<file path="src/rtl/prga_cfg_pkg.sv">
// Shared types and elaboration-time helpers for the tile programming chain.
// Contents:
//   cfg_state_e          - segment state (PROG while loading, LOCKED once frozen)
//   clog2(v)             - ceil(log2(v)), 0 for v <= 1
//   cfg_depth(num, w)    - words needed to hold num bits at w bits per word
package prga_cfg_pkg;

  typedef enum logic {
    PROG   = 1'b0,
    LOCKED = 1'b1
  } cfg_state_e;

  function automatic int clog2(input int v);
    int r;
    r = 0;
    for (int i = 0; i < 31; i++) begin
      if ((1 << i) < v) r = i + 1;
    end
    return r;
  endfunction

  function automatic int cfg_depth(input int num, input int w);
    return (num + w - 1) / w;
  endfunction

endpackage

</file>
<file path="src/rtl/cfg_shift_reg.sv">
// Configuration shift register plus downstream output capture for one tile.
// Optional macro: CFG_READBACK_EN adds the rot input, which recirculates the
// bottom word to the top instead of loading din.
// Ports:
//   clk, rst_n  - programming clock, async active-low reset
//   shift       - advance the register by one word
//   rot         - (CFG_READBACK_EN only) rotate instead of load
//   din         - word entering at the top
//   sr          - full register contents, including padding bits
//   dout        - word that left the bottom on the last shift (held otherwise)
//   we_o        - registered copy of shift for the downstream segment
module cfg_shift_reg #(
  parameter int DEPTH   = 384,
  parameter int CHAIN_W = 1
) (
  input  logic                       clk,
  input  logic                       rst_n,
  input  logic                       shift,
`ifdef CFG_READBACK_EN
  input  logic                       rot,
`endif
  input  logic [CHAIN_W-1:0]         din,
  output logic [DEPTH*CHAIN_W-1:0]   sr,
  output logic [CHAIN_W-1:0]         dout,
  output logic                       we_o
);

  localparam int SR_W = DEPTH * CHAIN_W;

  logic [SR_W-1:0] sr_ld;
`ifdef CFG_READBACK_EN
  logic [SR_W-1:0] sr_rot;
`endif

  // A single-word register has no "upper part" to slice, so it gets its own
  // next-value form.
  generate
    if (DEPTH == 1) begin : g_one
      assign sr_ld  = din;
`ifdef CFG_READBACK_EN
      assign sr_rot = sr;
`endif
    end else begin : g_many
      assign sr_ld  = {din, sr[SR_W-1:CHAIN_W]};
`ifdef CFG_READBACK_EN
      assign sr_rot = {sr[CHAIN_W-1:0], sr[SR_W-1:CHAIN_W]};
`endif
    end
  endgenerate

  always_ff @(posedge clk or negedge rst_n) begin
    if (!rst_n) begin
      sr   <= '0;
      dout <= '0;
      we_o <= 1'b0;
    end else begin
      we_o <= shift;
      if (shift) begin
        dout <= sr[CHAIN_W-1:0];
`ifdef CFG_READBACK_EN
        sr   <= rot ? sr_rot : sr_ld;
`else
        sr   <= sr_ld;
`endif
      end
    end
  end

endmodule

</file>
<file path="src/rtl/cfg_chain_seg.sv">
// One tile's segment of the configuration programming chain. Words shift in
// from upstream, overflow words pass through to downstream, and once
// prog_done freezes the fabric the segment reports whether it was fully
// loaded.
// Optional macro: CFG_READBACK_EN adds prog_rb; shifts with prog_rb=1 rotate
// the tile contents out without disturbing them or the word count.
// Ports:
//   prog_clk, prog_rst_n  - programming clock, async active-low reset
//   prog_done             - programming finished, freezes configuration
//   prog_we, prog_din     - upstream shift strobe and word
//   prog_rb               - (CFG_READBACK_EN only) readback rotate select
//   prog_dout, prog_we_o  - registered word and strobe to downstream
//   cfg_q                 - configuration bits to tile logic
//   cfg_valid, cfg_err    - locked with full / short load
//
// state  | meaning
// PROG   | accepting shifts, counting words loaded
// LOCKED | prog_done high, configuration frozen, flags valid
module cfg_chain_seg
  import prga_cfg_pkg::*;
#(
  parameter int NUM_CFG = 384,
  parameter int CHAIN_W = 1
) (
  input  logic                prog_clk,
  input  logic                prog_rst_n,
  input  logic                prog_done,
  input  logic                prog_we,
  input  logic [CHAIN_W-1:0]  prog_din,
`ifdef CFG_READBACK_EN
  input  logic                prog_rb,
`endif
  output logic [CHAIN_W-1:0]  prog_dout,
  output logic                prog_we_o,
  output logic [NUM_CFG-1:0]  cfg_q,
  output logic                cfg_valid,
  output logic                cfg_err
);

  localparam int DEPTH = cfg_depth(NUM_CFG, CHAIN_W);
  localparam int CNT_W = clog2(DEPTH + 1);
  localparam int SR_W  = DEPTH * CHAIN_W;
  localparam logic [CNT_W-1:0] DEPTH_C = CNT_W'(DEPTH);

  cfg_state_e       state;
  logic [CNT_W-1:0] cnt;
  logic [SR_W-1:0]  sr;
  logic             shift;
  logic             load;

  assign shift = prog_we & ~prog_done;

  // Only shifts that bring in a fresh word count towards the load.
`ifdef CFG_READBACK_EN
  assign load = shift & ~prog_rb;
`else
  assign load = shift;
`endif

  cfg_shift_reg #(
    .DEPTH   (DEPTH),
    .CHAIN_W (CHAIN_W)
  ) u_sr (
    .clk   (prog_clk),
    .rst_n (prog_rst_n),
    .shift (shift),
`ifdef CFG_READBACK_EN
    .rot   (prog_rb),
`endif
    .din   (prog_din),
    .sr    (sr),
    .dout  (prog_dout),
    .we_o  (prog_we_o)
  );

  assign cfg_q = sr[NUM_CFG-1:0];

  generate
    if (SR_W > NUM_CFG) begin : g_pad
      logic unused_pad;
      assign unused_pad = ^sr[SR_W-1:NUM_CFG];
    end
  endgenerate

  // Flags are set on the edge that enters LOCKED so they appear one edge
  // after prog_done changes; cnt cannot move while LOCKED.
  always_ff @(posedge prog_clk or negedge prog_rst_n) begin
    if (!prog_rst_n) begin
      state     <= PROG;
      cnt       <= '0;
      cfg_valid <= 1'b0;
      cfg_err   <= 1'b0;
    end else begin
      case (state)
        PROG: begin
          if (prog_done) begin
            state     <= LOCKED;
            cfg_valid <= (cnt == DEPTH_C);
            cfg_err   <= (cnt != DEPTH_C);
          end else if (load && (cnt != DEPTH_C)) begin
            cnt <= cnt + 1'b1;
          end
        end
        LOCKED: begin
          if (!prog_done) begin
            state     <= PROG;
            cnt       <= '0;
            cfg_valid <= 1'b0;
            cfg_err   <= 1'b0;
          end
        end
        default: begin
          state <= PROG;
        end
      endcase
    end
  end

endmodule

</file>
<file path="config.mk">
export PLATFORM = sky130hd
export DESIGN_NAME = cfg_chain_seg
export DESIGN_NICKNAME = d
export VERILOG_FILES = /design/src/rtl/prga_cfg_pkg.sv /design/src/rtl/cfg_shift_reg.sv /design/src/rtl/cfg_chain_seg.sv
export SDC_FILE = /design/constraint.sdc
export NUM_CORES = 1
export LEC_CHECK = 0
export ABC_AREA = 1
export CAP_MARGIN = 10
export CORE_UTILIZATION = 53
export DETAILED_ROUTE_END_ITERATION = 6
export PLACE_DENSITY = 0.87
export SLEW_MARGIN = 20
export SYNTH_ARGS = -nofsm -noshare
export SYNTH_HDL_FRONTEND = slang
export SYNTH_SLANG_ARGS = --single-unit
export TNS_END_PERCENT = 5
</file>
<file path="constraint.sdc">
create_clock -name prog_clk -period 3.1 [get_ports prog_clk]
set_input_delay 0.62 -clock prog_clk [delete_from_list [all_inputs] [get_ports prog_clk]]
set_output_delay 0.62 -clock prog_clk [all_outputs]
set_load 0.02 [all_outputs]
</file>
==> results_dict.tcl, run 1 <==
set metrics [dict create \
    outcome "finished clean" \
    relSlewSlack 0.550 \
    grtUsageTotal 0.276 \
    skew_ns 0.0112 \
    cts_hold_repair.buffers 0 \
    postRouteWirelength_um 41200 \
    die_h_um 172 \
    critical_path_buf_inv_count 1 \
    via_count_of_the_routed_design 12800 \
    clock_latency_ns 0.52 \
    final-max-slew-violation-count 0 \
    cp_data_required_time_ns 2.48 \
    die_w_um 172 \
    insertedDiodeCount 0 \
    power_density_nw_per_um2 509 \
    grt_pass1_vias 12500 \
    unrepaired_setup_endpoints_after_global_routing "no" \
    cp-start-kind "flip-flop" \
    io_pins 393 \
    io_buffers 392 \
    worst-setup-path-type "reg2out" \
    combined_area_of_the_multi_input_logic_cells_um2 4720 \
    synth.lib_cells_used.distinct 21 \
    fraction_of_the_yosys_area_taken_by_sequential_cells 0.647 \
    numClockSinks 398 \
    groute.layer.met3.usage 0.0877 \
    finalWeightedCongestion 0.856 \
    worstPathMaxFanout 3 \
    leading_cell_type_in_the_layout_fill_and_taps_excluded "sky130_fd_sc_hd__nand2_1" \
    grt_max_degree 146 \
    grt_antenna_before_repair 0 \
    synth.ff_latch_count 398 \
    syn_inst 1728 \
    core.rowCount 62 \
    max_freq_ghz 0.446 \
    peakVddDrop_mv 0.464 \
    critPathCaptureType "output port" \
    synth.net_count 1737 \
    synth_warnings 0 \
    design.core.area_um2 28600 \
    synthesis.area_um2 15400 \
    grt_first_pass_wirelength_um 64200 \
    tns_ns 0 \
    power_leakage_nw 11.1 \
    area_delta_synth_final_pct 35.4 \
    final_cells 2521 \
    worst-slew-pin-transition_ns 0.675 \
    crit_path_top_delay_cell "sky130_fd_sc_hd__clkdlybuf4s50_1" \
    met1_demand_to_capacity_share_in_global_routing 0.319 \
    drt_iter0_drc 952 \
    timing.rr.end "cnt[8]$_DFFE_PN0P_" \
    fin_crit_sh 0.723 \
    grt.overflow.total 0 \
    number_of_buffers_added_by_the_clock_tree_synthesis_step 41 \
    drc 0 \
    globalRoute.busiestLayer "met2" \
    rrSetupSlack_ns 1.29 \
    clock_path_buffers 3 \
    routed_wire_length_per_instance_um 16.4 \
    max_stage_delay_ns 0.65 \
    place_inst 2454 \
    resize_count_post_cts 0 \
    clk_pin_slew_worst_paths_ns 0.06 \
    setup_viol_count_final 0 \
    timing.critical_path.max_delay_family "buffers and inverters" \
    globalRouteMet2Util 0.472 \
    cts_tree "yes" \
    dieArea_um2 29700 \
    finish.net_count 2122 \
    worst-r2r-cell-count 7 \
    cts_root_buf "sky130_fd_sc_hd__clkbuf_16" \
    initial_core_util 0.538 \
    htree_levels 2 \
    antenna_left 0 \
    hp-class "in2async" \
    detailedRoute.firstPassIterationCount 6 \
    dp_hpwl_um 27700 \
    fill_cells 1892 \
    post_cts_buffers 0 \
    via_count_normalized_by_instance_count 5.07 \
    most_frequent_cells_in_the_layout "1,188 x sky130_fd_sc_hd__nand2_1, 398 x sky130_fd_sc_hd__dfrtp_1, 391 x sky130_fd_sc_hd__clkdlybuf4s50_1" \
    cap_violations 0 \
    critical_path.reg2reg.startpoint "state$_DFF_PN0_" \
    layout-drive-gt1-share 0.0468 \
    finalWorstPathRequiredPeriod_ns 2.24 \
    seq_area_um2 9960 \
    timing.hold.ws_ns 0.104 \
    final_core_utilization 0.728 \
    worstPathCellList "clkdlybuf4s50_1" \
    cp_data_arrival_time_ns 1.62 \
    syn_avg_cell_area_um2 8.91 \
    final-hold-violation-count 0 \
]
-- cells by family after synthesis --
| kind of cell | Yosys count | synth area share |
|---|---|---|
| AO/OA/AOI/OAI | 11 | 0.00374 |
| XOR/XNOR | 1 | 0.000569 |
| adder cells (fa/ha/maj) | 4 | 0.00325 |
| buffers and inverters | 103 | 0.0463 |
| flip-flops | 398 | 0.647 |
| AND/OR/NAND/NOR | 1211 | 0.299 |
-- area by class of cell --
class	count	area share
Tap cell	384	0.0231
Clock buffer	62	0.0578
Inverter	18	0.00360
Clock inverter	5	0.00150
Multi-Input combinational cell	1227	0.226
Timing Repair Buffer	427	0.210
Sequential cell	398	0.478
-- through the flow --
step,total power [mW],worst slack [ns],cell area (µm²)
floorplan,5.75,1.56,15400
global placement,6.07,0.619,19600
detailed placement,6.09,0.556,19600
CTS,10.7,0.832,20800
global route,10.9,0.792,20800
finish,10.6,0.859,20800
-- registers in the layout (all words and copies together) (netlist names) --
register   count
cfg_err        1
state          1
cnt            9
cfg_valid      1
u_sr.dout      1
u_sr.sr      384
u_sr.we_o      1
-- worst max-delay path by stage --
stage                                         from                       end  cells past startpoint
after CTS                  u_sr.sr[88]$_DFFE_PN0P_                 cfg_q[88]                      1
after floorplan                          prog_done        cnt[7]$_DFFE_PN0P_                      6
final                     u_sr.sr[236]$_DFFE_PN0P_                cfg_q[236]                      1
after global placement                   prog_done  u_sr.sr[114]$_DFFE_PN0P_                      6
after detailed placement                 prog_done  u_sr.sr[140]$_DFFE_PN0P_                      6
after global routing       u_sr.sr[88]$_DFFE_PN0P_                 cfg_q[88]                      1
-- worst reg2reg max path: cells and delay by family (launching register included) --
kind / cells / cell delay [ns]
buffers and inverters: 2 / 0.34
AND/OR/NAND/NOR: 4 / 0.75
flip-flops: 1 / 0.44
adder cells (fa/ha/maj): 1 / 0.23
-- where the power goes --
part	internal [mW]	total [mW]	switching, mW	leakage, nW
Combinational	0.215	0.665	0.450	4.97
Sequential	5.27	5.33	0.0642	5.55
Clock	2.66	4.61	1.94	0.607
Total	8.14	10.6	2.46	11.1
-- cells in the mapped netlist --
master                     instances  area, µm²
sky130_fd_sc_hd__buf_4             5       37.5
sky130_fd_sc_hd__a21oi_1           3       15.0
sky130_fd_sc_hd__nand3_1           5       25.0
sky130_fd_sc_hd__nor2_4            1       11.3
sky130_fd_sc_hd__o21ai_0           7       35.0
sky130_fd_sc_hd__clkbuf_1          4       15.0
sky130_fd_sc_hd__buf_6            34        383
sky130_fd_sc_hd__nand2_2           2       12.5
sky130_fd_sc_hd__nor2_2            2       12.5
sky130_fd_sc_hd__nor2_1            5       18.8
sky130_fd_sc_hd__inv_2             1       3.75
sky130_fd_sc_hd__nand2_4           2       22.5
sky130_fd_sc_hd__o31ai_1           1       7.51
sky130_fd_sc_hd__nand4_1           5       31.3
sky130_fd_sc_hd__dfrtp_1         398       9960
sky130_fd_sc_hd__xnor2_1           1       8.76
sky130_fd_sc_hd__ha_1              4       50.1
sky130_fd_sc_hd__nand2_1        1188       4460
sky130_fd_sc_hd__inv_1            17       63.8
sky130_fd_sc_hd__buf_2            42        210
sky130_fd_sc_hd__nand3b_1          1       7.51
-- per-layer routing --
layer	wire length, µm	part of all wire
met5	0	0
met2	20500	0.50
met3	3810	0.092
met4	1780	0.043
met1	15200	0.37
No activity file was read; power rests on OpenSTA's default activity.
==> run 2: changes to the inputs <==
- CORE_UTILIZATION: 53 -> 44
- PLACE_DENSITY: 0.87 -> 0.77
- clock period: 3.1 -> 1.9 ns (I/O delays scaled with it)
==> results_dict.tcl, run 2 (synthesized netlist as in run 1, its figures left out) <==
set metrics [dict create \
    peakVddDrop_mv 0.722 \
    finalWeightedCongestion 0.852 \
    outcome "finished clean" \
    finalWorstPathRequiredPeriod_ns 1.85 \
    area_delta_synth_final_pct 36.0 \
    worst_setup_path_startpoint "u_sr.we_o$_DFF_PN0_" \
    grt_first_pass_wirelength_um 65600 \
    grt_antenna_before_repair 0 \
    cts_tree "yes" \
    cp-start-kind "flip-flop" \
    finish.net_count 2144 \
    final-hold-violation-count 0 \
    dp_hpwl_um 27700 \
    grt_pass1_vias 12400 \
    via_count_normalized_by_instance_count 4.84 \
    htree_levels 2 \
    clk_pin_slew_worst_paths_ns 0.06 \
    grt.overflow.total 0 \
    worstPathCellList "clkdlybuf4s50_1" \
    skew_ns 0.0116 \
    tns_ns 0 \
    largest_reg_flops 384 \
    timing.critical_path.max_delay_family "buffers and inverters" \
    power_leakage_nw 13.2 \
    critical_path.reg2reg.startpoint "state$_DFF_PN0_" \
    relSlewSlack 0.712 \
    placedInstanceArea_um2 19900 \
    max_freq_ghz 0.540 \
    fill_cells 2938 \
    setup_viol_count_final 0 \
    cap_violations 0 \
    critPathCaptureType "output port" \
    core.rowCount 68 \
    die_h_um 189 \
    worst-slew-pin-transition_ns 0.432 \
    cts_root_buf "sky130_fd_sc_hd__clkbuf_16" \
    timing.hold.ws_ns 0.307 \
    fin_crit_sh 0.976 \
    final-max-slew-violation-count 0 \
    grtUsageTotal 0.228 \
    postLayoutCellArea_um2 20900 \
    place_inst 2544 \
    unrepaired_setup_endpoints_after_global_routing "no" \
    numClockSinks 398 \
    detailedRoute.firstPassIterationCount 5 \
    drc 0 \
    number_of_buffers_added_by_the_clock_tree_synthesis_step 43 \
    leading_cell_type_in_the_layout_fill_and_taps_excluded "sky130_fd_sc_hd__nand2_1" \
    worstPathMaxFanout 1 \
    postRouteWirelength_um 40500 \
    most_frequent_cells_in_the_layout "1,188 x sky130_fd_sc_hd__nand2_1, 398 x sky130_fd_sc_hd__dfrtp_1, 387 x sky130_fd_sc_hd__dlygate4sd2_1" \
    antenna_left 0 \
    initial_core_util 0.447 \
    grt_max_degree 79 \
    layout-drive-gt1-share 0.0590 \
    die_w_um 189 \
    largest_register "u_sr.sr" \
    insertedDiodeCount 0 \
    clock_latency_ns 0.54 \
    layout_top_registers "u_sr.sr: 384 flops, cnt: 9 flops" \
    power_density_nw_per_um2 871 \
    cp_data_required_time_ns 1.52 \
    drt_iter0_drc 925 \
    routed_wire_length_per_instance_um 15.4 \
    clock_path_buffers 3 \
    crit_path_top_delay_cell "sky130_fd_sc_hd__clkdlybuf4s50_1" \
    via_count_of_the_routed_design 12700 \
    critical_path_buf_inv_count 1 \
    cp_data_arrival_time_ns 1.47 \
    max_stage_delay_ns 0.60 \
    hp-class "in2async" \
    final_cells 2623 \
    io_pins 393 \
    io_buffers 392 \
    design.core.area_um2 34500 \
    dieArea_um2 35700 \
    worst-setup-path-type "reg2out" \
]
## run 2: cell types whose count changed in the layout (fill, tap and decap cells not counted), sizes merged, moves of 3 or more
cell,change
clkdlybuf4s50,-387
buf,+19
bufinv,+3
clkbuf,+8
dlygate4sd2,+387
## run 2: power by group
part	leakage, nW	switching (mW)	internal, mW
sequential	5.55	0.100	8.59
combinational	6.96	0.729	0.325
clock	0.711	3.26	5.21
## run 2: final cells by class
cell class              count  area [µm²]  share of cell area
flip-flops and latches    398        9960               0.476
clock buffers              70        1340              0.0640
clock inverters             8         120             0.00574
well taps                 455         569              0.0272
repair buffers            447        4150               0.198
inverters                  18        75.1             0.00359
multi-input cells        1227        4720               0.225
## run 2: per-stage QoR
stage	total power [mW]	setup WS, ns	utilization
6_report	18.2	0.0465	0.607
5_1_grt	18.9	0.00877	0.607
4_1_cts	18.4	0.0151	0.607
3_5_place_dp	9.99	0.0212	0.579
3_3_place_gp	9.97	0.0746	0.579
2_1_floorplan	9.38	0.437	-
## run 2: layer usage
layer  GRT usage  share of wire  up-vias
met2       0.376           0.48      442
met4      0.0685          0.027        0
met5           0              0        -
met1       0.297           0.41     6165
li1            -              -     6020
met3      0.0584          0.078       73
## run 2: repair_timing
action / CTS / global route
hold buffers: 1 / 0
setup buffers: 0 / 0
endpoints found under the hold margin: 22 / 0
setup endpoints to repair: 387 / 0
resized for setup: 387 / 0
## run 2: worst paths after layout
| check | slack, ns | depth (start not counted) | end |
|---|---|---|---|
| setup / recovery | 0.05 | 1 | prog_we_o |
| hold / removal | 0.31 | 2 | u_sr.sr[19]$_DFFE_PN0P_ |
| setup reg to reg | 0.41 | 7 | cnt[1]$_DFFE_PN0P_ |
| hold reg to reg | 0.49 | 2 | u_sr.sr[20]$_DFFE_PN0P_ |
| max in group asynchronous | 0.82 | 4 | u_sr.sr[166]$_DFFE_PN0P_ |
| min in group prog_clk | 0.42 | 3 | u_sr.sr[383]$_DFFE_PN0P_ |
==> run 3: changes to the inputs <==
- REMOVE_ABC_BUFFERS: not set -> 1
==> results_dict.tcl, run 3 (synthesized netlist as in run 1, its figures left out) <==
set metrics [dict create \
    outcome "finished clean" \
    most_frequent_cells_in_the_layout "1,188 x sky130_fd_sc_hd__nand2_1, 398 x sky130_fd_sc_hd__dfrtp_1, 358 x sky130_fd_sc_hd__dlygate4sd2_1" \
    seq_area_um2 9960 \
    area_delta_synth_final_pct 35.2 \
    layout-drive-gt1-share 0.0525 \
    fin_crit_sh 0.963 \
    peakVddDrop_mv 0.740 \
    via_count_of_the_routed_design 12500 \
    postRouteWirelength_um 39900 \
    final-max-slew-violation-count 0 \
    combined_area_of_the_multi_input_logic_cells_um2 4720 \
    fin_ws_ns 0.0709 \
    dp_hpwl_um 27800 \
    htree_levels 2 \
    skew_ns 0.00844 \
    finalWorstPathRequiredPeriod_ns 1.83 \
    initial_core_util 0.447 \
    number_of_buffers_added_by_the_clock_tree_synthesis_step 42 \
    via_count_normalized_by_instance_count 4.81 \
    grtUsageTotal 0.224 \
    final_cells 2607 \
    die_h_um 189 \
    layout_top_registers "u_sr.sr: 384 flops, cnt: 9 flops" \
    max_freq_ghz 0.547 \
    power.internal_mw 13.7 \
    largest_reg_flops 384 \
    drc 0 \
    cp_data_arrival_time_ns 1.45 \
    share_seq_of_total_power 0.492 \
    grt_first_pass_wirelength_um 64700 \
    cts_root_buf "sky130_fd_sc_hd__clkbuf_16" \
    core.rowCount 68 \
    design.core.area_um2 34500 \
    antenna_left 0 \
    largest_register "u_sr.sr" \
    place_inst 2537 \
    p_clk_frac 0.450 \
    leading_cell_type_in_the_layout_fill_and_taps_excluded "sky130_fd_sc_hd__nand2_1" \
    timing.hold.ws_ns 0.380 \
    grt.overflow.total 0 \
    cts_tree "yes" \
    worstPathMaxFanout 2 \
    grt_antenna_before_repair 0 \
    clock_latency_ns 0.52 \
    worst-setup-path-type "reg2out" \
    finish.net_count 2136 \
    relSlewSlack 0.706 \
    grt_max_degree 68 \
    insertedDiodeCount 0 \
    power_density_nw_per_um2 850 \
    switchingPower_mw 3.94 \
    grt_pass1_vias 12300 \
    pwr-share-comb 0.058 \
    critical_path_buf_inv_count 1 \
    critPathCaptureType "output port" \
    routed_wire_length_per_instance_um 15.3 \
    max_stage_delay_ns 0.60 \
    detailedRoute.firstPassIterationCount 5 \
    post_placement_setup_slack_ns -0.0556 \
    cp-start-kind "flip-flop" \
    cp_data_required_time_ns 1.52 \
    fill_cells 3071 \
    finalWeightedCongestion 0.843 \
    final-hold-violation-count 0 \
    unrepaired_setup_endpoints_after_global_routing "no" \
    clk_pin_slew_worst_paths_ns 0.06 \
    clock_path_buffers 3 \
    setup_viol_count_final 0 \
    worst-slew-pin-transition_ns 0.440 \
    numClockSinks 398 \
    power_leakage_nw 13.5 \
    post-layout-total-power_mw 17.7 \
    worstPathCellList "clkdlybuf4s50_1" \
    timing.critical_path.max_delay_family "buffers and inverters" \
    die_w_um 189 \
    dieArea_um2 35700 \
    crit_path_top_delay_cell "sky130_fd_sc_hd__clkdlybuf4s50_1" \
    io_pins 393 \
    hp-class "in2async" \
    drt_iter0_drc 735 \
    io_buffers 392 \
    switching_share 0.223 \
    cap_violations 0 \
]
[run 3: cell types whose count changed in the layout (fill, tap and decap cells not counted), sizes merged]
cell / change
buf: -7
bufinv: -1
clkbuf: -6
clkdlybuf4s50: +1
clkinvlp: -2
dlygate4sd2: -29
dlymetal6s2s: +28
[run 3: worst paths after layout]
kind	end	cells after the start	startpoint	slack (ns)
min reg2reg	u_sr.sr[95]$_DFFE_PN0P_	2	u_sr.sr[95]$_DFFE_PN0P_	0.49
min in group prog_clk	u_sr.sr[383]$_DFFE_PN0P_	3	prog_din	0.42
min	u_sr.sr[11]$_DFFE_PN0P_	2	prog_rst_n	0.38
max in group asynchronous	u_sr.sr[4]$_DFFE_PN0P_	3	prog_rst_n	0.75
max	cfg_q[0]	1	u_sr.sr[0]$_DFFE_PN0P_	0.07
max reg2reg	cnt[0]$_DFFE_PN0P_	7	state$_DFF_PN0_	0.38
[run 3: final cells by class]
cell class,count,share of cell area
clock buffers,64,0.0609
flip-flops and latches,398,0.479
inverters,18,0.00361
well taps,455,0.0274
multi-input cells,1227,0.227
clock inverters,5,0.00379
repair buffers,440,0.199
[run 3: power groups by stage]
stage	sequential, mW	combinational [mW]	clock (mW)
after floorplan	8.97	0.298	0
after global placement	8.84	1.09	0
after detailed placement	8.84	1.10	0
after CTS	8.69	1.04	8.18
after global routing	8.70	1.12	8.49
final	8.70	1.02	7.96
[run 3: metrics by stage]
stage               utilization  TNS [ns]  cell area (µm²)
finish                    0.604         0            20800
global route              0.604         0            20800
CTS                       0.602         0            20700
detailed placement        0.575    -0.325            19800
global placement          0.575         0            19800
floorplan                     -  -3192.96            14700
[run 3: layer usage]
metal	part of all wire	routed length, µm	global-route usage	vias up
li1	-	-	-	5986
met1	0.41	16300	0.287	6070
met2	0.48	19100	0.369	413
met3	0.085	3400	0.0625	74
met4	0.029	1160	0.0710	0
met5	0	0	0	-
[run 3: what timing repair did]
item / CTS / global route
resized for setup: 358 / 28
setup endpoints to repair: 358 / 28
endpoints found under the hold margin: 33 / 0
pin swaps: 0 / 0
hold buffers: 1 / 0
setup buffers: 0 / 0
